## src/rtl/fifo_uart_tx.sv

```systemverilog
// fifo_uart_tx: drains a registered-read TX FIFO onto an 8N1 UART line, LSB byte first; define FIFO_UART_TX_PARITY_EN to add an even-parity bit
module fifo_uart_tx #(
    parameter int FIFO_WIDTH     = 32,
    parameter int BYTES_PER_WORD = 1,
    parameter int CLKS_PER_BIT   = 868
) (
    input  logic                  clk,
    input  logic                  reset_n,
    input  logic                  enable,
    input  logic                  fifo_empty,
    input  logic [FIFO_WIDTH-1:0] fifo_data,
    output logic                  fifo_rd_en,
    output logic                  tx,
    output logic                  busy,
    output logic                  byte_done
);
    localparam int CW = $clog2(CLKS_PER_BIT);
    localparam int SW = 8 * BYTES_PER_WORD;
`ifdef FIFO_UART_TX_PARITY_EN
    typedef enum logic [2:0] {S_IDLE, S_REQ, S_WAIT, S_START, S_DATA, S_PARITY, S_STOP} state_t;
`else
    typedef enum logic [2:0] {S_IDLE, S_REQ, S_WAIT, S_START, S_DATA, S_STOP} state_t;
`endif
    state_t        r_state, w_next;
    logic [CW-1:0] r_baud;
    logic [2:0]    r_bit;
    logic [1:0]    r_byte;
    logic [SW-1:0] r_shift;
    logic          r_tx, r_byte_done;
    logic          w_bit_end, w_more, w_unused;
    assign w_bit_end  = r_baud == CW'(CLKS_PER_BIT - 1);
    assign w_more     = r_byte != 2'(BYTES_PER_WORD - 1);
    assign w_unused   = &{1'b0, fifo_data};
    assign fifo_rd_en = r_state == S_REQ;
    assign busy       = r_state != S_IDLE;
    assign tx         = r_tx;
    assign byte_done  = r_byte_done;
    // state register
    always_ff @(posedge clk or negedge reset_n) begin
        if (!reset_n) r_state <= S_IDLE;
        else          r_state <= w_next;
    end
    // next-state: fetch handshake, then start/data/stop bits per byte
    always_comb begin
        w_next = r_state;
        case (r_state)
            S_IDLE:   w_next = (enable && !fifo_empty) ? S_REQ : S_IDLE;
            S_REQ:    w_next = S_WAIT;
            S_WAIT:   w_next = S_START;
            S_START:  w_next = w_bit_end ? S_DATA : S_START;
`ifdef FIFO_UART_TX_PARITY_EN
            S_DATA:   w_next = (w_bit_end && r_bit == 3'd7) ? S_PARITY : S_DATA;
            S_PARITY: w_next = w_bit_end ? S_STOP : S_PARITY;
`else
            S_DATA:   w_next = (w_bit_end && r_bit == 3'd7) ? S_STOP : S_DATA;
`endif
            S_STOP:   w_next = !w_bit_end ? S_STOP : w_more ? S_START : S_IDLE;
            default:  w_next = S_IDLE;
        endcase
    end
    // baud counter, bit/byte indices and word shift register
    always_ff @(posedge clk or negedge reset_n) begin
        if (!reset_n) begin
            r_baud  <= '0;
            r_bit   <= '0;
            r_byte  <= '0;
            r_shift <= '0;
        end else begin
            r_baud  <= (r_state inside {S_IDLE, S_REQ, S_WAIT} || w_bit_end) ? '0 : r_baud + 1'b1;
            r_bit   <= (r_state == S_DATA) ? r_bit + 3'(w_bit_end) : 3'd0;
            r_byte  <= (r_state == S_WAIT) ? 2'd0 : (r_state == S_STOP && w_bit_end && w_more) ? r_byte + 2'd1 : r_byte;
            r_shift <= (r_state == S_WAIT) ? fifo_data[SW-1:0] : (r_state == S_STOP && w_bit_end && w_more) ? r_shift >> 8 : r_shift;
        end
    end
    // registered line and byte_done so outputs never glitch with state decode
    always_ff @(posedge clk or negedge reset_n) begin
        if (!reset_n) begin
            r_tx        <= 1'b1;
            r_byte_done <= 1'b0;
        end else begin
`ifdef FIFO_UART_TX_PARITY_EN
            r_tx        <= (r_state == S_START) ? 1'b0 : (r_state == S_DATA) ? r_shift[r_bit] : (r_state == S_PARITY) ? ^r_shift[7:0] : 1'b1;
`else
            r_tx        <= (r_state == S_START) ? 1'b0 : (r_state == S_DATA) ? r_shift[r_bit] : 1'b1;
`endif
            r_byte_done <= r_state == S_STOP && w_bit_end;
        end
    end
endmodule

```

## config.mk

```make
export PLATFORM = sky130hd
export DESIGN_NAME = fifo_uart_tx
export DESIGN_NICKNAME = d
export VERILOG_FILES = /design/src/rtl/fifo_uart_tx.sv
export SDC_FILE = /design/constraint.sdc
export NUM_CORES = 1
export LEC_CHECK = 0
export CAP_MARGIN = 20
export CORE_ASPECT_RATIO = 1.25
export CORE_MARGIN = 2
export CORE_UTILIZATION = 61
export CTS_CLUSTER_SIZE = 10
export DETAILED_ROUTE_END_ITERATION = 6
export DONT_BUFFER_PORTS = 1
export MAX_ROUTING_LAYER = met4
export PLACE_DENSITY_LB_ADDON = 0.12
export SETUP_SLACK_MARGIN = 0.2
export SYNTH_ARGS = -nofsm -noshare
export SYNTH_HDL_FRONTEND = slang
export SYNTH_SLANG_ARGS = --single-unit
```

## constraint.sdc

```tcl
create_clock -name clk -period 2.5 [get_ports clk]
set_input_delay 0.5 -clock clk [delete_from_list [all_inputs] [get_ports clk]]
set_output_delay 0.5 -clock clk [all_outputs]
set_load 0.02 [all_outputs]
```

**Word-level counts from Yosys, hierarchy flattened**

Cells that the tools add are included.
W data, S select, Z words.

- Reductions and logical operators: 11
- Muxes and demuxes: 16
- Magnitude comparators: 1
- Equal/unequal tests: 7
- Add/sub/neg operators: 3

Operators by type and width:

| operator | count |
|---|---|
| $pmux W3 S6 | 1 |
| $mux W8 | 2 |
| $add A10 B1 Y10 const B | 1 |
| $eq A10 B10 Y1 const B | 1 |
| $mux W10 | 1 |
| $eq A3 B3 Y1 const B | 3 |
| $mux W3 | 3 |
| $eq A3 B2 Y1 const B | 2 |
| $mux W2 | 3 |
| $reduce_bool A3 Y1 | 2 |
| $mux W1 | 5 |
| $logic_and A1 B1 Y1 | 4 |
| $lt A3 B4 Y1 const B | 1 |
| $reduce_bool A2 Y1 | 2 |
| $add A3 B1 Y3 | 1 |
| $bmux W1 S3 | 1 |
| $eq A3 B1 Y1 const B | 1 |
| $logic_not A3 Y1 | 1 |
| $add A2 B1 Y2 const B | 1 |
| $logic_not A1 Y1 | 1 |
| $logic_or A1 B1 Y1 | 1 |

- Flip-flop bits (word level): 28
- Output and inout bits: 4
- Word-level logic and storage cells: 45
- Input bits: 36

**Longest topological paths before layout**

Gate-level depths: netlist (run 1).

- Depth in word-level cells: 5
- Gate-level depth with buffers: 8
- Mapped depth without buffers: 8

**Least setup slack after synthesis (run 1)**

OpenSTA, ideal clock, no wires.

- Path kind: register to register
- Start: register r_baud[0]
- End: register r_bit[2]
- Required time: 2.380 ns
- Slack: 0.776 ns
- Path buffers: 0
- Arrival time: 1.604 ns
- Stages on the path, launching flop included: 9
- Period minus slack after synthesis: 1.724 ns
- Library setup time: 0.120 ns
- Cells stage by stage: dfrtp_1 > ha_1 > nor3b_2 > nand3_4 > inv_4 > ha_1 > ha_1 > xor2_1 > and3_1

- Longest elaborated chain between the ends: 3

RTL lines:

| element | line | text |
|---|---|---|
| start, declared | 25 | `logic [CW-1:0] r_baud;` |
| start signal, assigned | 69 | `r_baud <= (r_state inside {S_IDLE, S_REQ, S_WAIT} \|\| w_bit_end) ? '0 : r_baud + 1'b1;` |
| $eq A10 B10 Y1 | 31 | `assign w_bit_end = r_baud == CW'(CLKS_PER_BIT - 1);` |
| $add A3 B1 Y3 | 70 | `r_bit <= (r_state == S_DATA) ? r_bit + 3'(w_bit_end) : 3'd0;` |
| $mux W3 | 70 |  |
| end signal, assigned | 70 |  |
| end, declared | 26 | `logic [2:0] r_bit;` |

Every way passes these cells.
A chain may end at the register's enable or synchronous reset.

**Worst setup path after layout (run 1)**

- Start: register r_state[0]
- End: output fifo_rd_en

- Longest elaborated chain between the ends: 1

RTL lines:

| element | line | text |
|---|---|---|
| start, declared | 24 | `state_t r_state, w_next;` |
| start signal, assigned | 41 | `else r_state <= w_next;` |
| $eq A3 B1 Y1 | 34 | `assign fifo_rd_en = r_state == S_REQ;` |
| end, declared | 12 | `output logic fifo_rd_en,` |

Every way passes these cells.

==> results of run 1 <==
==> flip-flops by register name, indices dropped and copies added (netlist names) <==
| name | flops |
|---|---|
| r_baud | 10 |
| tx | 1 |
| byte_done | 1 |
| r_byte | 2 |
| r_shift | 8 |
| r_bit | 3 |
| r_state | 3 |
==> metal layers <==
layer	share of wire	global-route usage
met1	0.45	0.259
met2	0.53	0.319
met3	0.013	0.0285
met4	0.010	0.0833
met5	0	-
==> cell families after synthesis <==
group | count (synthesis) | share of synthesized area
muxes | 4 | 0.0470
buffers and inverters | 10 | 0.0379
AOI/OAI and AO/OA | 18 | 0.112
and+or+nand+nor | 45 | 0.197
xor gates and xnor gates | 10 | 0.0632
DFF | 28 | 0.507
adders and majority gates | 4 | 0.0361
==> per-stage QoR <==
stage / setup WS (ps) / hold WS, ps
after floorplan: 776 / 204
after global placement: 693 / 205
after detailed placement: 655 / 205
after CTS: 501 / 301
after global routing: 431 / 288
final: 521 / 315
==> layout make-up <==
cell class,count,area (um^2)
multi-input combinational,81,631
inverter,5,21.3
clock buffer,4,26.3
sequential,28,702
timing repair buffer,3,37.5
fill,183,731
tap,31,38.8
==> worst max path at each step <==
stage,endpoint,slack (ps),cells past startpoint
2_1_floorplan,r_bit[2]$_DFF_PN0_,780,8
6_report,fifo_rd_en,520,1
3_3_place_gp,r_bit[2]$_DFF_PN0_,690,8
3_5_place_dp,r_bit[2]$_DFF_PN0_,660,8
5_1_grt,fifo_rd_en,430,1
4_1_cts,fifo_rd_en,500,1
==> cell usage in the layout (no fill, tap or decap), types with 2 or more instances in the layout <==
| cell | instances |
|---|---|
| nand2_1 | 4 |
| inv_1 | 4 |
| xor2_1 | 7 |
| and3_1 | 5 |
| dfrtp_1 | 27 |
| mux2i_1 | 2 |
| ha_1 | 4 |
| xnor2_1 | 3 |
| nor2_1 | 14 |
| a21oi_1 | 4 |
| mux4_2 | 2 |
| clkbuf_4 | 3 |
| nand3_1 | 6 |
| nand4_1 | 2 |
| nand2b_1 | 4 |
| a22o_1 | 8 |
==> where the power goes <==
| part | total, uW | internal [uW] | switching, uW |
|---|---|---|---|
| Clock | 183 | 62.3 | 121 |
| Combinational | 23.3 | 11.9 | 11.5 |
| Sequential | 463 | 460 | 3.64 |
==> synthesized netlist by cell type (2+ instances only) <==
master    instances
mux2i_1           2
a22o_1            8
nand3_1           6
and3_1            5
a21oi_1           4
inv_1             4
nand2b_1          4
nand4_1           2
dfrtp_1          27
xnor2_1           3
mux4_2            2
ha_1              4
nor2_1           14
xor2_1            7
nand2_1           4
clkbuf_1          2
==> run metrics, run 1 <==
outcome=finished clean; Layout Skew=4.15 ps; design area=0.00146 mm^2; Slew headroom=0.558; Placer Congestion=0.756; crit path buf inv count=0; post-CTS repair timing setup buffer count=0; CTS Buf Count=3; Area Overhead vs Synth=5.15%; Critical-path top delay cell=nor3b_1; CTS tree=done; Peak VDD IR=0.000401 V; synth unique cells=37; r2r setup slk=640 ps; setup TNS=0 ps; drt pass-1 iters=2; layout cells sized above 1=0.132; Post-synth top flop=dfrtp_1; Synth Warn #=0; Pwr per Cell Area=460 mW/mm^2; drt drc=0; CP Class=reg -> out; largest net degree at the start of global routing=29; MaxCap Viol Count=0; Clk Tree Root Cell=clkbuf_4; Starting Density=0.633; non-filler cells in the finished layout=152; critical path launch point type=flip-flop; routed vias=870; # IOs=40; Pleak=0.000662 uW; Post-DRT Antenna Nets=0; Crit Path Max Fanout=10; cells on worst reg2reg path=8; Critical Path, Cell by Cell=nor3b_1; Final period util=0.792; post-cts resize count=0; gr ovfl total=0; Worst R2R Start=r_baud[0]$_DFF_PN0_; top cells by area, synth=dfrtp_1, a22o_1, xor2_1; Post-CTS Hold Fix Bufs=2; Worst setup EP type=primary output; RSZ-0062 raised after global routing=no; Crit. Startpoint=r_state[0]$_DFF_PN0_; IO buf count=0; area fraction of the dominant cell type after synthesis=0.488; crit path DAT=1480 ps; first-pass GRT wire length=3.77 mm; row count=19; min Tclk post-route=1980 ps; Netlist Area Pre-Place=0.00139 mm^2; Avg Vias per Cell=5.72; ANT cells=0; Core Box Area=0.00219 mm^2; Min-Delay Endpoint=r_shift[3]$_DFFE_PN0P_; highest clock rate=505 MHz; post-synthesis sequential area ratio=0.507; Die ar.=0.00267 mm^2; die width=46.6 um; Hold Startpoint=fifo_data[3]; vias in the first global route=845; Slew @ Worst Pin=661 ps; DPL Wire Length=1.64 mm; 1st-iter DRT viols=15; Final Hold Viols=0; final slew viol count=0; Hold Path Depth=1; routed wire length per instance=14.7 um; clock-pin slew on the worst setup and hold paths=140 ps; Core Util, Final=0.666; worst path required time=2000 ps; Async SR Flop Fraction=1.00; synthesized net count=159; initial antenna violation count=0; nets=162; placed cells=146; Post-DP Area=0.00140 mm^2; worst flop-to-flop path endpoint=r_bit[2]$_DFF_PN0_; EDFF count, synth=0; CTS max path bufs=2; Post-Synthesis Cells=119; H-Tree Depth=1; worst skew pair latency=310 ps; Overall Global Routing Usage=0.203; WL final=2.24 mm; clock sinks=28; cell family with most CP delay=simple AND/OR/NAND/NOR gates; # setup viols final=0; syn avg cell area=11.6 um^2; Die Y=57.3 um; total design power=670 uW; Hold Path Class=in -> reg; critical path's largest stage delay=600 ps; cell taking the most area after synthesis=dfrtp_1; number of synthesized register bits=28
(Power assumes the default switching activity.)
==> run 2: changes to the inputs <==
- CORE_UTILIZATION: 61 -> 55
- clock period: 2.5 -> 1.7 ns (I/O delays scaled with it)
==> run 2 against run 1 <==
Compared with the run above: critical path depth is 7 higher; via count is 9.5% higher; register-to-register slack worse by 570 ps; routed wire length is 19% higher; utilization is 2.5 points higher; worst setup slack worse by 450 ps; critical path type is now reg -> reg; largest power group unchanged.
==> run metrics, run 2 (synthesis results as in run 1) <==
worst path required time=1930 ps; highest clock rate=615 MHz; initial antenna violation count=0; Crit Path Max Fanout=3; worst skew pair latency=320 ps; Layout Skew=5.17 ps; design area=0.00166 mm^2; Die Y=60.1 um; clock sinks=28; dpl ws=15.9 ps; Starting Density=0.577; commonest non-fill, non-tap cells in the layout=dfrtp_1, nor2_1, buf_4; largest net degree at the start of global routing=29; Post-DP Area=0.00148 mm^2; CTS max path bufs=2; Overall Global Routing Usage=0.207; Hold Path Class=in -> reg; Peak VDD IR=0.000560 V; Core Box Area=0.00240 mm^2; first-pass GRT wire length=4.52 mm; total design power=1140 uW; RSZ-0062 raised after global routing=yes; r2r setup slk=70 ps; # setup viols final=0; routed wire length per instance=15.9 um; Placer Congestion=0.755; setup TNS=0 ps; Post-DRT Antenna Nets=0; outcome=finished clean; final slew viol count=0; layout cells sized above 1=0.296; Largest register FFs=10; gr ovfl total=0; WL final=2.67 mm; top flop regs=r_baud: 10 flops, r_shift: 8 flops; vias in the first global route=945; Final period util=0.957; Core Util, Final=0.691; CTS tree=done; DPL Wire Length=1.76 mm; drt drc=0; Most flops, register=r_baud; clock-pin slew on the worst setup and hold paths=150 ps; row count=20; MaxCap Viol Count=0; Final WS setup=73.0 ps; nets=176; CP Class=reg -> reg; ANT cells=0; Pleak=0.000743 uW; H-Tree Depth=1; Area Overhead vs Synth=19.9%; min Tclk post-route=1630 ps; IO buf count=0; 1st-iter DRT viols=19; Die ar.=0.00294 mm^2; critical path launch point type=flip-flop; most common cell after layout, fill and taps aside=dfrtp_1; Pwr per Cell Area=688 mW/mm^2; crit path DAT=1850 ps; routed vias=953; drt pass-1 iters=4; Avg Vias per Cell=5.67; Clk Tree Root Cell=clkbuf_4; die width=48.9 um; Slew headroom=0.730; Worst setup EP type=flip-flop; CTS Buf Count=3; Final Hold Viols=0; # IOs=40; Slew @ Worst Pin=404 ps
==> run 2: cell types whose count changed in the layout (fill, tap and decap cells not counted), sizes merged <==
cell	delta
inv	-1
clkbuf	-1
bufinv	+1
clkinv	+1
buf	+14
==> run 2: repair_timing <==
action | in CTS | in global routing
resized for setup | 6 | 4
pin swaps | 5 | 14
buffers inserted | 7 | 2
hold buffers | 2 | 0
endpoints found under the hold margin | 28 | 0
setup endpoints to repair | 18 | 27
==> run 2: cell type report <==
cell class | count | area, um^2
multi-input combinational | 81 | 693
sequential | 28 | 703
clock buffer | 3 | 22.5
inverter | 5 | 23.8
tap | 33 | 41.3
fill | 181 | 742
clock inverter | 1 | 30.0
timing repair buffer | 17 | 146
==> run 2: worst max-delay path, stage by stage, from the launching register on <==
cell and delay (ps):
dfrtp_1 440, ha_4 180, nor3b_4 150, nand3_4 110, clkinv_4 70, ha_4 160, ha_4 150, xor2_1 140
and3_1 140
==> run 2: worst paths after layout <==
kind                                        start                      to  cells after the start
setup / recovery              r_baud[0]$_DFF_PN0_      r_bit[2]$_DFF_PN0_                      8
hold reg to reg            r_shift[0]$_DFFE_PN0P_  r_shift[0]$_DFFE_PN0P_                      1
setup reg to reg              r_baud[0]$_DFF_PN0_      r_bit[2]$_DFF_PN0_                      8
min in group asynchronous                 reset_n     byte_done$_DFF_PN0_                      2
hold / removal                       fifo_data[6]  r_shift[6]$_DFFE_PN0P_                      1
max in group asynchronous                 reset_n            tx$_DFF_PN1_                      2
==> run 2: power by group <==
group	internal (uW)	switching (uW)	total, uW	leakage [uW]
logic	17.1	17.9	35.0	0.000380
registers	676	5.23	681	0.000335
clock network	238	188	426	0.0000279
total	931	211	1140	0.000743
==> run 2: per-stage QoR <==
stage / instances / hold WS [ps]
2_1_floorplan: 119 / 44.4
5_1_grt: 168 / 127
3_3_place_gp: 153 / 44.9
4_1_cts: 166 / 140
3_5_place_dp: 153 / 45.0
6_report: 168 / 146
==> run 2: metal layers <==
metal / vias to the layer above / wire length (um) / global-route usage
li1: 453 / - / -
met2: 18 / 1410 / 0.352
met1: 482 / 1210 / 0.264
met5: - / 0 / -
met4: 0 / 0 / 0.0612
met3: 0 / 52 / 0.0250
==> run 3: changes to the inputs <==
- CTS_CLUSTER_DIAMETER: unset -> 80
- MAX_ROUTING_LAYER: met4 -> unset
==> run 3 against run 2 <==
Compared with the run above: first-iteration DRC count up 16%; final area stayed put; worst setup slack lost 5.1 ps; sequential share of layout area unchanged; routed wire length down 1.2%; via count down 0.21%; largest cell class unchanged; cell count did not move; non-clock buffer count is the same; global-route usage shrank 0.56 points; largest power group unchanged.
==> run metrics, run 3 (synthesis results as in run 1) <==
nets=176; Pleak=0.000743 uW; Die ar.=0.00294 mm^2; drt pass-1 iters=4; worst flop-to-flop path endpoint=r_bit[2]$_DFF_PN0_; Largest register FFs=10; Core Util, Final=0.691; Crit. Startpoint=r_state[2]$_DFF_PN0_; crit path DAT=1290 ps; Overall Global Routing Usage=0.202; commonest non-fill, non-tap cells in the layout=dfrtp_1, nor2_1, buf_4; Placer Congestion=0.745; setup TNS=0 ps; Worst setup EP type=primary output; initial antenna violation count=0; Cell Int Power=931 uW; CTS tree=done; Core Box Area=0.00240 mm^2; layout cells sized above 1=0.296; Avg Vias per Cell=5.66; clock network fraction of total power=0.373; clock sinks=28; # setup viols final=0; Die Y=60.1 um; final slew viol count=0; Hold Path Class=in -> reg; # IOs=40; routed vias=951; most common cell after layout, fill and taps aside=dfrtp_1; routed wire length per instance=15.7 um; critical path launch point type=flip-flop; gr ovfl total=0; ANT cells=0; CTS Buf Count=3; outcome=finished clean; Crit Path Max Fanout=4; Worst R2R Start=r_baud[0]$_DFF_PN0_; Slew @ Worst Pin=398 ps; WL final=2.63 mm; cells on worst reg2reg path=8; r2r setup slk=70 ps; 1st-iter DRT viols=22; worst skew pair latency=320 ps; highest clock rate=613 MHz; CP Class=reg -> out; Slew headroom=0.734; Post-DRT Antenna Nets=0; H-Tree Depth=1; switching share of power=0.184; Starting Density=0.577; DPL Wire Length=1.76 mm; worst path required time=1360 ps; crit path to=fifo_rd_en; clock-pin slew on the worst setup and hold paths=150 ps; top flop regs=r_baud: 10 flops, r_shift: 8 flops; drt drc=0; IO buf count=0; Clk Tree Root Cell=clkbuf_4; sequential power share=0.597; Most flops, register=r_baud; vias in the first global route=944; MaxCap Viol Count=0; Layout Skew=5.13 ps; row count=20; Final WS setup=68.0 ps; min Tclk post-route=1630 ps; die width=48.9 um; Peak VDD IR=0.000559 V; RSZ-0062 raised after global routing=yes; Final period util=0.960; largest net degree at the start of global routing=29; net load switching power=210 uW; dpl ws=15.9 ps; CTS max path bufs=2; Area Overhead vs Synth=19.9%; Pwr per Cell Area=688 mW/mm^2; combinational power share=0.030; first-pass GRT wire length=4.53 mm; Final Hold Viols=0
## run 3: cell counts in the layout (fill, tap and decap cells not counted)
No cell type changed its count.
## run 3: worst min-delay path by stage
stage | endpoint | from | cells past startpoint | slack [ps]
3_3_place_gp | byte_done$_DFF_PN0_ | reset_n | 0 | 40
2_1_floorplan | byte_done$_DFF_PN0_ | reset_n | 0 | 40
5_1_grt | r_shift[6]$_DFFE_PN0P_ | fifo_data[6] | 1 | 130
4_1_cts | r_shift[7]$_DFFE_PN0P_ | fifo_data[7] | 1 | 140
6_report | r_shift[7]$_DFFE_PN0P_ | fifo_data[7] | 1 | 150
3_5_place_dp | byte_done$_DFF_PN0_ | reset_n | 0 | 40
## run 3: metal layers
| layer | vias to the layer above | GRT usage | share of wire |
|---|---|---|---|
| li1 | 452 | - | - |
| met1 | 483 | 0.266 | 0.43 |
| met2 | 14 | 0.352 | 0.53 |
| met3 | 2 | 0.0250 | 0.028 |
| met4 | 0 | 0.0612 | 0.0061 |
| met5 | - | 0 | 0 |
## run 3: cell type report
class / instances / area (um^2)
Fill cell: 181 / 742
Sequential cell: 28 / 703
Multi-Input combinational cell: 81 / 693
Timing Repair Buffer: 17 / 146
Tap cell: 33 / 41.3
Clock inverter: 1 / 30.0
Inverter: 5 / 23.8
Clock buffer: 3 / 22.5
## run 3: critical path, cell delays in order, from the launching register on
cell and delay, ps:
dfrtp_1 440, buf_6 140, nor3b_1 210, buf_4 190
## run 3: repair_timing
action / in CTS / in global routing
hold buffers: 2 / 0
setup buffers: 7 / 2
pin swaps: 5 / 14
gates resized for setup: 6 / 4
endpoints found under the setup margin: 18 / 27
hold endpoints to repair: 28 / 0
## run 3: metrics by stage
stage               total power, uW  instances  hold WS, ps  instance area, um^2
finish                         1140        168          147                 1660
global route                   1180        168          127                 1660
CTS                            1160        166          140                 1630
detailed placement              709        153         45.0                 1480
global placement                708        153         44.9                 1480
floorplan                       706        119         44.4                 1420
## run 3: power by group through the flow
stage          Sequential (uW)  Clock [uW]  Combinational (uW)
2_1_floorplan              692           0                13.8
3_3_place_gp               693           0                14.9
3_5_place_dp               693           0                15.6
4_1_cts                    681         438                36.2
5_1_grt                    682         462                38.8
6_report                   681         426                34.5
